## src/rtl/pwm_capture.sv

```systemverilog
// pwm_capture: measures high time, period and duty (%) of a PWM input.
// Ports: clk, rst_n, pwm_in -> high_time, period, duty_pct, duty_valid,
//        busy, timeout, stuck_level, overrun.
module pwm_capture #(
  parameter int CNT_W       = 8,
  parameter int SYNC_STAGES = 2
) (
  input  logic             clk,
  input  logic             rst_n,
  input  logic             pwm_in,
  output logic [CNT_W-1:0] high_time,
  output logic [CNT_W-1:0] period,
  output logic [6:0]       duty_pct,
  output logic             duty_valid,
  output logic             busy,
  output logic             timeout,
  output logic             stuck_level,
  output logic             overrun
);

  localparam int NUM_W = CNT_W + 7;
  localparam int IT_W  = $clog2(NUM_W);
  localparam logic [CNT_W-1:0] P_MAX = '1;
  localparam logic [IT_W-1:0] IT_LAST = IT_W'(NUM_W - 1);

  typedef enum logic [1:0] {
    S_IDLE,
    S_HIGH,
    S_LOW
  } state_t;

  state_t r_state;
  state_t w_state_nxt;

  logic [SYNC_STAGES-1:0] r_sync;
  logic                   r_s_d;
  logic                   w_s;
  logic                   w_rd;
  logic                   w_fd;

  logic [CNT_W-1:0] r_pcnt;
  logic [CNT_W-1:0] r_h_lat;

  logic w_to;
  logic w_cap;
  logic w_hld;

  logic             r_timeout;
  logic             r_stuck;
  logic             r_overrun;

  logic             r_busy;
  logic [IT_W-1:0]  r_iter;
  logic [NUM_W-1:0] r_num;
  logic [CNT_W-1:0] r_rem;
  logic [5:0]       r_q;
  logic [CNT_W-1:0] r_h_op;
  logic [CNT_W-1:0] r_p_op;

  logic [CNT_W:0]   w_trial;
  logic             w_ge;
  logic [CNT_W-1:0] w_sub;
  logic [6:0]       w_qn;
  logic             w_last;
  logic [NUM_W-1:0] w_num;

  logic [CNT_W-1:0] r_high_time;
  logic [CNT_W-1:0] r_period;
  logic [6:0]       r_duty;
  logic             r_valid;

  assign w_s  = r_sync[SYNC_STAGES-1];
  assign w_rd = w_s & ~r_s_d;
  assign w_fd = ~w_s & r_s_d;

  always_ff @(posedge clk or negedge rst_n) begin
    if (!rst_n) begin
      r_sync <= '0;
      r_s_d  <= 1'b0;
    end else begin
      r_sync <= {r_sync[SYNC_STAGES-2:0], pwm_in};
      r_s_d  <= w_s;
    end
  end

  // Saturating period counter; reads k in the k-th cycle after a rise.
  always_ff @(posedge clk or negedge rst_n) begin
    if (!rst_n) begin
      r_pcnt <= '0;
    end else if (w_rd) begin
      r_pcnt <= CNT_W'(1);
    end else if (r_pcnt != P_MAX) begin
      r_pcnt <= r_pcnt + CNT_W'(1);
    end
  end

  always_ff @(posedge clk or negedge rst_n) begin
    if (!rst_n) begin
      r_state <= S_IDLE;
    end else begin
      r_state <= w_state_nxt;
    end
  end

  always_comb begin
    w_state_nxt = r_state;
    if (w_to) begin
      w_state_nxt = S_IDLE;
    end else begin
      unique case (r_state)
        S_IDLE: if (w_rd) w_state_nxt = S_HIGH;
        S_HIGH: if (w_fd) w_state_nxt = S_LOW;
        S_LOW:  if (w_rd) w_state_nxt = S_HIGH;
        default: w_state_nxt = S_IDLE;
      endcase
    end
  end

  always_comb begin
    w_to  = 1'b0;
    w_cap = 1'b0;
    w_hld = 1'b0;
    if (r_state != S_IDLE) begin
      w_to = (r_pcnt == P_MAX) & ~w_rd;
    end
    w_cap = (r_state == S_LOW) & w_rd;
    w_hld = (r_state == S_HIGH) & w_fd & ~w_to;
  end

  always_ff @(posedge clk or negedge rst_n) begin
    if (!rst_n) begin
      r_h_lat <= '0;
    end else if (w_hld) begin
      r_h_lat <= r_pcnt;
    end
  end

  always_ff @(posedge clk or negedge rst_n) begin
    if (!rst_n) begin
      r_timeout <= 1'b0;
      r_stuck   <= 1'b0;
    end else if (w_to) begin
      r_timeout <= 1'b1;
      r_stuck   <= w_s;
    end else if (w_rd) begin
      r_timeout <= 1'b0;
    end
  end

  always_ff @(posedge clk or negedge rst_n) begin
    if (!rst_n) begin
      r_overrun <= 1'b0;
    end else if (w_cap & r_busy) begin
      r_overrun <= 1'b1;
    end
  end

  // Restoring divider step. Remainder stays below the divisor, so
  // CNT_W bits hold it and the subtraction can wrap in CNT_W bits.
  // The quotient never exceeds 99, so only its low 7 bits are kept.
  assign w_num   = NUM_W'(r_h_lat) * NUM_W'(100);
  assign w_trial = {r_rem, r_num[NUM_W-1]};
  assign w_ge    = w_trial >= {1'b0, r_p_op};
  assign w_sub   = w_trial[CNT_W-1:0] - r_p_op;
  assign w_qn    = {r_q, w_ge};
  assign w_last  = r_iter == IT_LAST;

  always_ff @(posedge clk or negedge rst_n) begin
    if (!rst_n) begin
      r_busy <= 1'b0;
      r_iter <= '0;
      r_num  <= '0;
      r_rem  <= '0;
      r_q    <= '0;
      r_h_op <= '0;
      r_p_op <= '0;
    end else if (r_busy) begin
      r_busy <= ~w_last;
      r_iter <= r_iter + IT_W'(1);
      r_num  <= {r_num[NUM_W-2:0], 1'b0};
      r_rem  <= w_ge ? w_sub : w_trial[CNT_W-1:0];
      r_q    <= w_qn[5:0];
    end else if (w_cap) begin
      r_busy <= 1'b1;
      r_iter <= '0;
      r_num  <= w_num;
      r_rem  <= '0;
      r_q    <= '0;
      r_h_op <= r_h_lat;
      r_p_op <= r_pcnt;
    end
  end

  always_ff @(posedge clk or negedge rst_n) begin
    if (!rst_n) begin
      r_high_time <= '0;
      r_period    <= '0;
      r_duty      <= '0;
      r_valid     <= 1'b0;
    end else begin
      r_valid <= r_busy & w_last;
      if (r_busy & w_last) begin
        r_high_time <= r_h_op;
        r_period    <= r_p_op;
        r_duty      <= w_qn;
      end
    end
  end

  assign high_time   = r_high_time;
  assign period      = r_period;
  assign duty_pct    = r_duty;
  assign duty_valid  = r_valid;
  assign busy        = r_busy;
  assign timeout     = r_timeout;
  assign stuck_level = r_stuck;
  assign overrun     = r_overrun;

endmodule
```

## config.mk

```make
export PLATFORM = sky130hd
export DESIGN_NAME = pwm_capture
export DESIGN_NICKNAME = d
export VERILOG_FILES = /design/src/rtl/pwm_capture.sv
export SDC_FILE = /design/constraint.sdc
export NUM_CORES = 1
export LEC_CHECK = 0
export BUFFER_PORTS_ARGS = -buffer_cell sky130_fd_sc_hd__buf_2
export CAP_MARGIN = 20
export CORE_MARGIN = 4
export CORE_UTILIZATION = 40
export DETAILED_ROUTE_END_ITERATION = 10
export GPL_ROUTABILITY_DRIVEN = 0
export PLACE_DENSITY_LB_ADDON = 0.2
export SETUP_SLACK_MARGIN = 0.2
export SYNTH_ARGS = -nofsm -noshare
export SYNTH_HDL_FRONTEND = slang
export SYNTH_SLANG_ARGS = --single-unit
```

## constraint.sdc

```tcl
create_clock -name clk -period 3.7 [get_ports clk]
set_input_delay 0.74 -clock clk [delete_from_list [all_inputs] [get_ports clk]]
set_output_delay 0.74 -clock clk [all_outputs]
set_load 0.02 [all_outputs]
```

==> results of run 1 <==
final timing paths:
check | startpoint | endpoint | slack, ns | cells past startpoint
max | r_h_lat[3] | r_num[13] | 0.69 | 11
min | rst_n | timeout | 0.34 | 1
max reg2reg | r_h_lat[3] | r_num[13] | 0.69 | 11
min reg2reg | r_sync[0] | r_sync[1] | 0.35 | 0
max in group asynchronous | rst_n | r_iter[1] | 2.76 | 2
min in group clk | r_sync[0] | r_sync[1] | 0.35 | 0
stage by stage:
step           hold slack (ns)  util (%)  total power, uW  area (sq um)  worst slack, ns
5_1_grt                  0.360      46.3             4430          5610            0.507
6_report                 0.344      46.3             4080          5610            0.691
4_1_cts                  0.360      46.1             4130          5580            0.683
3_5_place_dp             0.337      43.7             3170          5290            0.717
3_3_place_gp             0.344      43.7             3120          5290            0.785
2_1_floorplan            0.331         -             2790          4990            0.874
flip-flops by register name, summed over array words and instances (netlist names), 7 cells and up:
register,cells
r_num,13
high_time,8
period,8
r_h_lat,8
r_h_op,8
r_p_op,8
r_pcnt,8
r_rem,8
duty_pct,7
Yosys cell counts, drive strengths merged (5+ instances only):
master,number
a21o,6
a21oi,19
a31oi,5
and2,5
and3,6
buf,9
clkbuf,9
dfrtp,96
ha,40
inv,24
mux2,17
mux2i,10
nand2,99
nand3,11
nand4,5
nor2,18
nor2b,6
nor3,11
o21ai,42
xnor2,8
xor2,5
final cells by class:
| class | count | area [sq um] | area share, % |
|---|---|---|---|
| clock buffer | 9 | 225 | 4.01 |
| inverter | 25 | 93.8 | 1.67 |
| timing repair buffer | 35 | 210 | 3.75 |
| multi-input combinational | 349 | 2400 | 42.8 |
| sequential | 96 | 2400 | 42.8 |
| clock inverter | 7 | 70.1 | 1.25 |
| tap | 168 | 210 | 3.75 |
power by group through the flow:
stage / clock network, uW / logic (uW) / registers (uW)
after floorplan: 0 / 1240 / 1540
final: 936 / 1560 / 1590
after global placement: 0 / 1520 / 1600
after CTS: 964 / 1580 / 1590
after detailed placement: 0 / 1570 / 1610
after global routing: 1010 / 1790 / 1630
layout by cell type, fill, tap and decap left out, types with 5 or more instances in the layout:
cell	instances
o21ai_0	41
nand3_1	11
and3_1	5
ha_1	40
xor2_1	5
xnor2_1	8
clkbuf_16	9
buf_4	5
buf_2	29
nand2_1	97
dfrtp_1	96
a21o_1	6
a21oi_1	16
mux2_2	17
nor3_1	10
mux2i_1	10
nor2b_1	6
nor2_1	16
inv_1	24
a31oi_1	5
critical path, stage by stage (launching register included):
cell      delay, ns
dfrtp_1        0.43
ha_1           0.32
ha_1           0.28
inv_1          0.05
fa_1           0.51
inv_1          0.05
ha_1           0.35
o21ai_0        0.14
nor2_1         0.16
a41oi_1        0.16
a2111o_1       0.43
nand3_1        0.07
per-layer routing:
| metal | wire length (um) | up-vias | global-route usage, % | part of all wire [%] |
|---|---|---|---|---|
| met5 | 0 | - | 0 | 0 |
| met4 | 237 | 0 | 6.08 | 2.3 |
| met3 | 292 | 17 | 4.15 | 2.9 |
| met2 | 4730 | 38 | 23.2 | 46 |
| met1 | 4930 | 1726 | 20.1 | 48 |
| li1 | - | 1748 | - | - |
cell families after synthesis:
| kind of cell | Yosys count |
|---|---|
| flip-flops | 96 |
| AO/OA/AOI/OAI | 99 |
| adder cells (fa/ha/maj) | 44 |
| AND/OR/NAND/NOR | 166 |
| buffers and inverters | 43 |
| XOR/XNOR | 13 |
| multiplexers | 27 |
==> key figures, run 1 <==
Clock network
  • Post-cts hold buffer count: 0
  • Clk_lat worst skew: 0.35 ns
  • Clock sinks: 96
  • Clock slew at reported path FFs: 0.07 ns
  • CTS resizes: 0
  • Clock buffer depth: 2
  • CTS tree: built
  • CTS root buffer: clkbuf_16
  • Number of CTS-inserted buffers: 9
  • H-tree Lvls: 3
  • Postcts setup bufs: 0

Logic synthesis
  • Asr flop ratio synth: 100%
  • XOR/XNOR share of the synthesized area: 2.28%
  • Largest family of logic cells by synthesized area: simple AND/OR/NAND/NOR gates
  • EDFF count, synth: 0
  • Share of the synthesized area in the top cell type: 48.1%
  • Avg Cell Area, Syn: 10.2 sq um
  • Register area share after synthesis: 48.1%
  • Synthesis-stage register bit count: 96
  • Ys Warns: 0
  • Synth Area in Compound Gates: 13.0%
  • Post-Synth Adder-Cell Area: 11.6%
  • Mapped Nets: 535
  • Yosys cell types: 56
  • Mux cell area share after synthesis: 5.84%
  • Synth Instances: 488
  • Simple-gate portion of the synthesized area: 15.3%
  • Main synth FF type: dfrtp_1
  • Cell Area, Synth: 0.00499 sq mm
  • Cell taking the most area after synthesis: dfrtp_1
  • Synth area leaders: dfrtp_1, ha_1, nand2_1

STA
  • Setup TNS: 0 ns
  • Maximum operating frequency: 0.332 GHz
  • Worst slew pin tran: 0.975 ns
  • Ratio of final minimum period to clock period: 81.3%
  • Final hold vios: 0
  • Worst Skew: 0.00976 ns
  • Slew Viols, Final: 0
  • RSZ-0062 raised after global routing: no
  • Fin crit period: 3.01 ns
  • Setup Viol. Count Final: 0
  • Relative slew margins: 35.0%

GRT
  • GRT Util Overall: 15.1%
  • Global-route wire length before repair: 17100 um
  • Vias in the first global route: 3382
  • Largest net degree at the start of global routing: 83
  • Antenna violations before repair: 0
  • Total gr overflow: 0

Power and ir drop
  • VDD IR max: 0.000259 V
  • Reg power frac: 38.9%
  • Net Sw Frac: 38.4%
  • Clock power share: 22.9%
  • Leak pwr: 0.00282 uW
  • Switching pwr: 1570 uW
  • Pwr/cell area: 728 mW/mm^2
  • Logic pwr share: 38.2%
  • Int Pwr: 2510 uW

Die
  • Initial Util: 41.2%
  • Core area: 0.0121 sq mm
  • Die Span Y: 120 um
  • IO Pins: 31
  • Die area: 0.0143 sq mm
  • Chip Width: 120 um
  • FP Rows: 40

Place
  • Dpl cells: 672
  • DPL Wire Length: 7130 um
  • Port Buffers: 30

Detailed routing
  • Mean routed wirelength per cell: 14.8 um
  • Vias: 3529
  • Detailed Route WL: 10200 um
  • DR pass1 iterations: 4
  • DR iter-0 viols: 210
  • DRC: 0
  • Routed Antenna Nets: 0
  • Drt via density: 5.12

Final layout
  • Layout area overhead: 12.4%
  • Share of layout cells above drive strength 1: 15.7%
  • Fillers: 1187
  • Final Non-Filler Cells: 689
  • Fin nets: 563
  • Antenna Cells: 0

Worst setup path
  • Crit path arrival time: 3.30 ns
  • Critical Path Fanout Max: 5
  • Req. time, crit path: 3.99 ns
  • Critical Path Source Type: flip-flop
  • Worst setup EP type: flip-flop
  • Worst Setup Path Type: flip-flop to flip-flop

Status
  • Status: finished, final reports clean

Worst hold path
  • Worst hold path class: primary input to asynchronous set/reset pin

Run
  • Maxcap violations: 0
No activity file was read; power rests on OpenSTA's default activity.
==> run 2, diff against run 1 <==
Settings changed: ABC_AREA set to 1.
Clock period 3.7 ns to 2.6 ns, I/O delays scaled along.
==> run 2 against run 1 <==
Core utilization is 2.9 points higher. First-iteration DRC count up 8.6%. Synthesized area shrank 0.28%. Synthesized cell count increased by 18%. Die area is 0.25% lower. Fmax up 19%. Non-clock buffer count grew 13. Sequential power up 36%. Cell count increased by 15%. Largest power group is now combinational logic.
==> key figures, run 2 <==
Status
  • Status: finished, final reports clean (unchanged)

Detailed routing
  • DR pass1 iterations: 4 (unchanged)
  • DR iter-0 viols: 228 (was 210)
  • Mean routed wirelength per cell: 13.8 um (was 14.8 um)
  • DRC: 0 (unchanged)
  • Routed Antenna Nets: 0 (unchanged)
  • Vias: 3849 (was 3529)
  • Drt via density: 4.85 (was 5.12)
  • Detailed Route WL: 11000 um (was 10200 um)

Power and ir drop
  • Power, Total: 6360 uW (was 4080 uW)
  • Leak pwr: 0.00309 uW (was 0.00282 uW)
  • Pwr/cell area: 1070 mW/mm^2 (was 728 mW/mm^2)
  • VDD IR max: 0.000397 V (was 0.000259 V)

Worst setup path
  • Worst Setup Path Type: flip-flop to flip-flop (unchanged)
  • Crit path arrival time: 2.80 ns (was 3.30 ns)
  • Critical Path Source Type: flip-flop (unchanged)
  • Req. time, crit path: 2.86 ns (was 3.99 ns)
  • RR Startpoint: r_h_lat[3] (unchanged)
  • Flop-to-flop setup slack: 0.06 ns (was 0.69 ns)
  • Worst R2R End: r_num[12] (was r_num[13])
  • Worst setup EP type: flip-flop (unchanged)
  • Worst r2r path cells: 13 (was 11)
  • Critical Path Fanout Max: 3 (was 5)

Final layout
  • Commonest non-fill, non-tap cell in the layout: nand2_1 (unchanged)
  • Antenna Cells: 0 (unchanged)
  • Share of layout cells above drive strength 1: 18.1% (was 15.7%)
  • Fin nets: 668 (was 563)
  • Post-route cell area: 0.00596 sq mm (was 0.00561 sq mm)
  • Most frequent cells in the layout: nand2_1, dfrtp_1, inv_1 (was nand2_1, dfrtp_1, o21ai_0)
  • Max reg flops: 13 (unchanged)
  • Biggest register: r_num (unchanged)
  • Final core area utilization: 49.2% (was 46.3%)
  • Layout area overhead: 19.7% (was 12.4%)

Die
  • IO Pins: 31 (unchanged)
  • Die Span Y: 120 um (about the same)
  • FP Rows: 40 (unchanged)
  • Chip Width: 120 um (about the same)
  • Die area: 0.0143 sq mm (about the same)
  • Initial Util: 41.1% (was 41.2%)
  • Core area: 0.0121 sq mm (unchanged)

STA
  • Setup Viol. Count Final: 0 (unchanged)
  • Final hold vios: 0 (unchanged)
  • RSZ-0062 raised after global routing: yes (was no)
  • Worst Skew: 0.00881 ns (was 0.00976 ns)
  • Maximum operating frequency: 0.394 GHz (was 0.332 GHz)
  • Slew Viols, Final: 0 (unchanged)
  • Ratio of final minimum period to clock period: 97.6% (was 81.3%)
  • Min Hold Slack: 0.121 ns (was 0.344 ns)
  • Fin crit period: 2.54 ns (was 3.01 ns)
  • Worst slew pin tran: 0.507 ns (was 0.975 ns)
  • Relative slew margins: 66.2% (was 35.0%)

Clock network
  • Number of CTS-inserted buffers: 9 (unchanged)
  • CTS tree: built (unchanged)
  • Post-cts hold buffer count: 0 (unchanged)
  • H-tree Lvls: 3 (unchanged)
  • Clk_lat worst skew: 0.34 ns (was 0.35 ns)
  • Clock sinks: 96 (unchanged)
  • CTS root buffer: clkbuf_16 (unchanged)
  • Clock buffer depth: 2 (unchanged)
  • Clock slew at reported path FFs: 0.07 ns (about the same)

Place
  • Dpl cell area: 0.00541 sq mm (was 0.00529 sq mm)
  • Port Buffers: 30 (unchanged)
  • DPL Wire Length: 7790 um (was 7130 um)

Logic synthesis
  • Synth area leaders: dfrtp_1, nand2_1, ha_1 (was dfrtp_1, ha_1, nand2_1)
  • Synth Instances: 576 (was 488)
  • Ys Warns: 0 (unchanged)
  • Mapped Nets: 623 (was 535)
  • Cell with the most instances after synthesis: nand2_1 (unchanged)
  • Cell taking the most area after synthesis: dfrtp_1 (unchanged)
  • Avg Cell Area, Syn: 8.64 sq um (was 10.2 sq um)
  • EDFF count, synth: 0 (unchanged)
  • Share of the synthesized area in the top cell type: 48.3% (was 48.1%)
  • Asr flop ratio synth: 100% (unchanged)
  • Most frequent cells after synthesis: nand2_1, dfrtp_1, inv_1 (was nand2_1, dfrtp_1, o21ai_0)
  • Main synth FF type: dfrtp_1 (unchanged)
  • Cell Area, Synth: 0.00498 sq mm (was 0.00499 sq mm)
  • Yosys cell types: 35 (was 56)
  • Synthesis-stage register bit count: 96 (unchanged)
  • Register area share after synthesis: 48.3% (was 48.1%)

Worst hold path
  • Worst hold path class: primary input to asynchronous set/reset pin (unchanged)

Run
  • Maxcap violations: 0 (unchanged)

GRT
  • Vias in the first global route: 3769 (was 3382)
  • Global-route wire length before repair: 18700 um (was 17100 um)
  • Antenna violations before repair: 0 (unchanged)
  • Total gr overflow: 0 (unchanged)
  • Largest net degree at the start of global routing: 35 (was 83)
  • GRT Util Overall: 16.2% (was 15.1%)
==> run 2: timing repair <==
action                                  4_1_cts  5_1_grt
setup buffers                                 8        0
resized for setup                            14       19
pin swaps                                    13       13
endpoints found under the setup margin        6        7
==> run 2: routing by layer <==
layer	GRT usage, %	up-vias	routed length, um
li1	-	1962	-
met1	23.2	1817	5400
met2	25.3	56	5060
met3	2.87	14	356
met4	4.58	0	149
met5	0	-	0
==> run 2: area by class of cell <==
cell class              count  area (sq um)
clock buffers              12           246
well taps                 168           210
repair buffers             48           304
clock inverters             4          52.6
flip-flops and latches     96          2410
fillers                  1165          6150
inverters                  70           263
multi-input cells         396          2480
==> run 2: logic make-up (layout without fill, tap and decap cells) <==
group	Yosys count	count (layout)	share of synthesized area, %
XOR/XNOR	7	7	1.23
AO/OA/AOI/OAI	82	82	9.37
adder cells (fa/ha/maj)	44	44	11.7
AND/OR/NAND/NOR	263	263	22.8
flip-flops	96	96	48.3
buffers and inverters	84	134	6.68
==> run 2: metrics by stage <==
stage          std cells  setup TNS (ns)  worst slack [ns]
2_1_floorplan        576               0             0.177
4_1_cts              794               0            0.0663
5_1_grt              794         -0.0550           -0.0443
6_report             794               0            0.0629
3_3_place_gp         770               0            0.0481
3_5_place_dp         770               0            0.0132
==> run 2: power breakdown <==
| group | total, uW | switching, uW | internal, uW |
|---|---|---|---|
| logic | 2870 | 1710 | 1160 |
| clock network | 1340 | 559 | 777 |
| registers | 2160 | 271 | 1890 |
==> run 2: worst max path at each step <==
stage / start / endpoint / slack, ns / cells after the start
finish: r_h_lat[3] / r_num[12] / 0.06 / 13
global route: r_h_lat[3] / r_num[12] / -0.04 / 13
CTS: r_h_lat[3] / r_num[12] / 0.07 / 13
detailed placement: r_h_lat[3] / r_num[14] / 0.01 / 11
global placement: r_h_lat[3] / r_num[14] / 0.05 / 11
floorplan: r_h_lat[3] / r_num[11] / 0.18 / 11
==> run 2: critical path, cell delays in order (launching register included) <==
cell and delay [ns]:
dfrtp_2 0.45, ha_4 0.26, ha_4 0.26, inv_2 0.03
fa_1 0.51, inv_2 0.04, ha_4 0.29, nor2_4 0.04
a21oi_2 0.13, buf_4 0.15, a21oi_4 0.05, nand2_1 0.06
nand2_1 0.04, o21bai_1 0.15
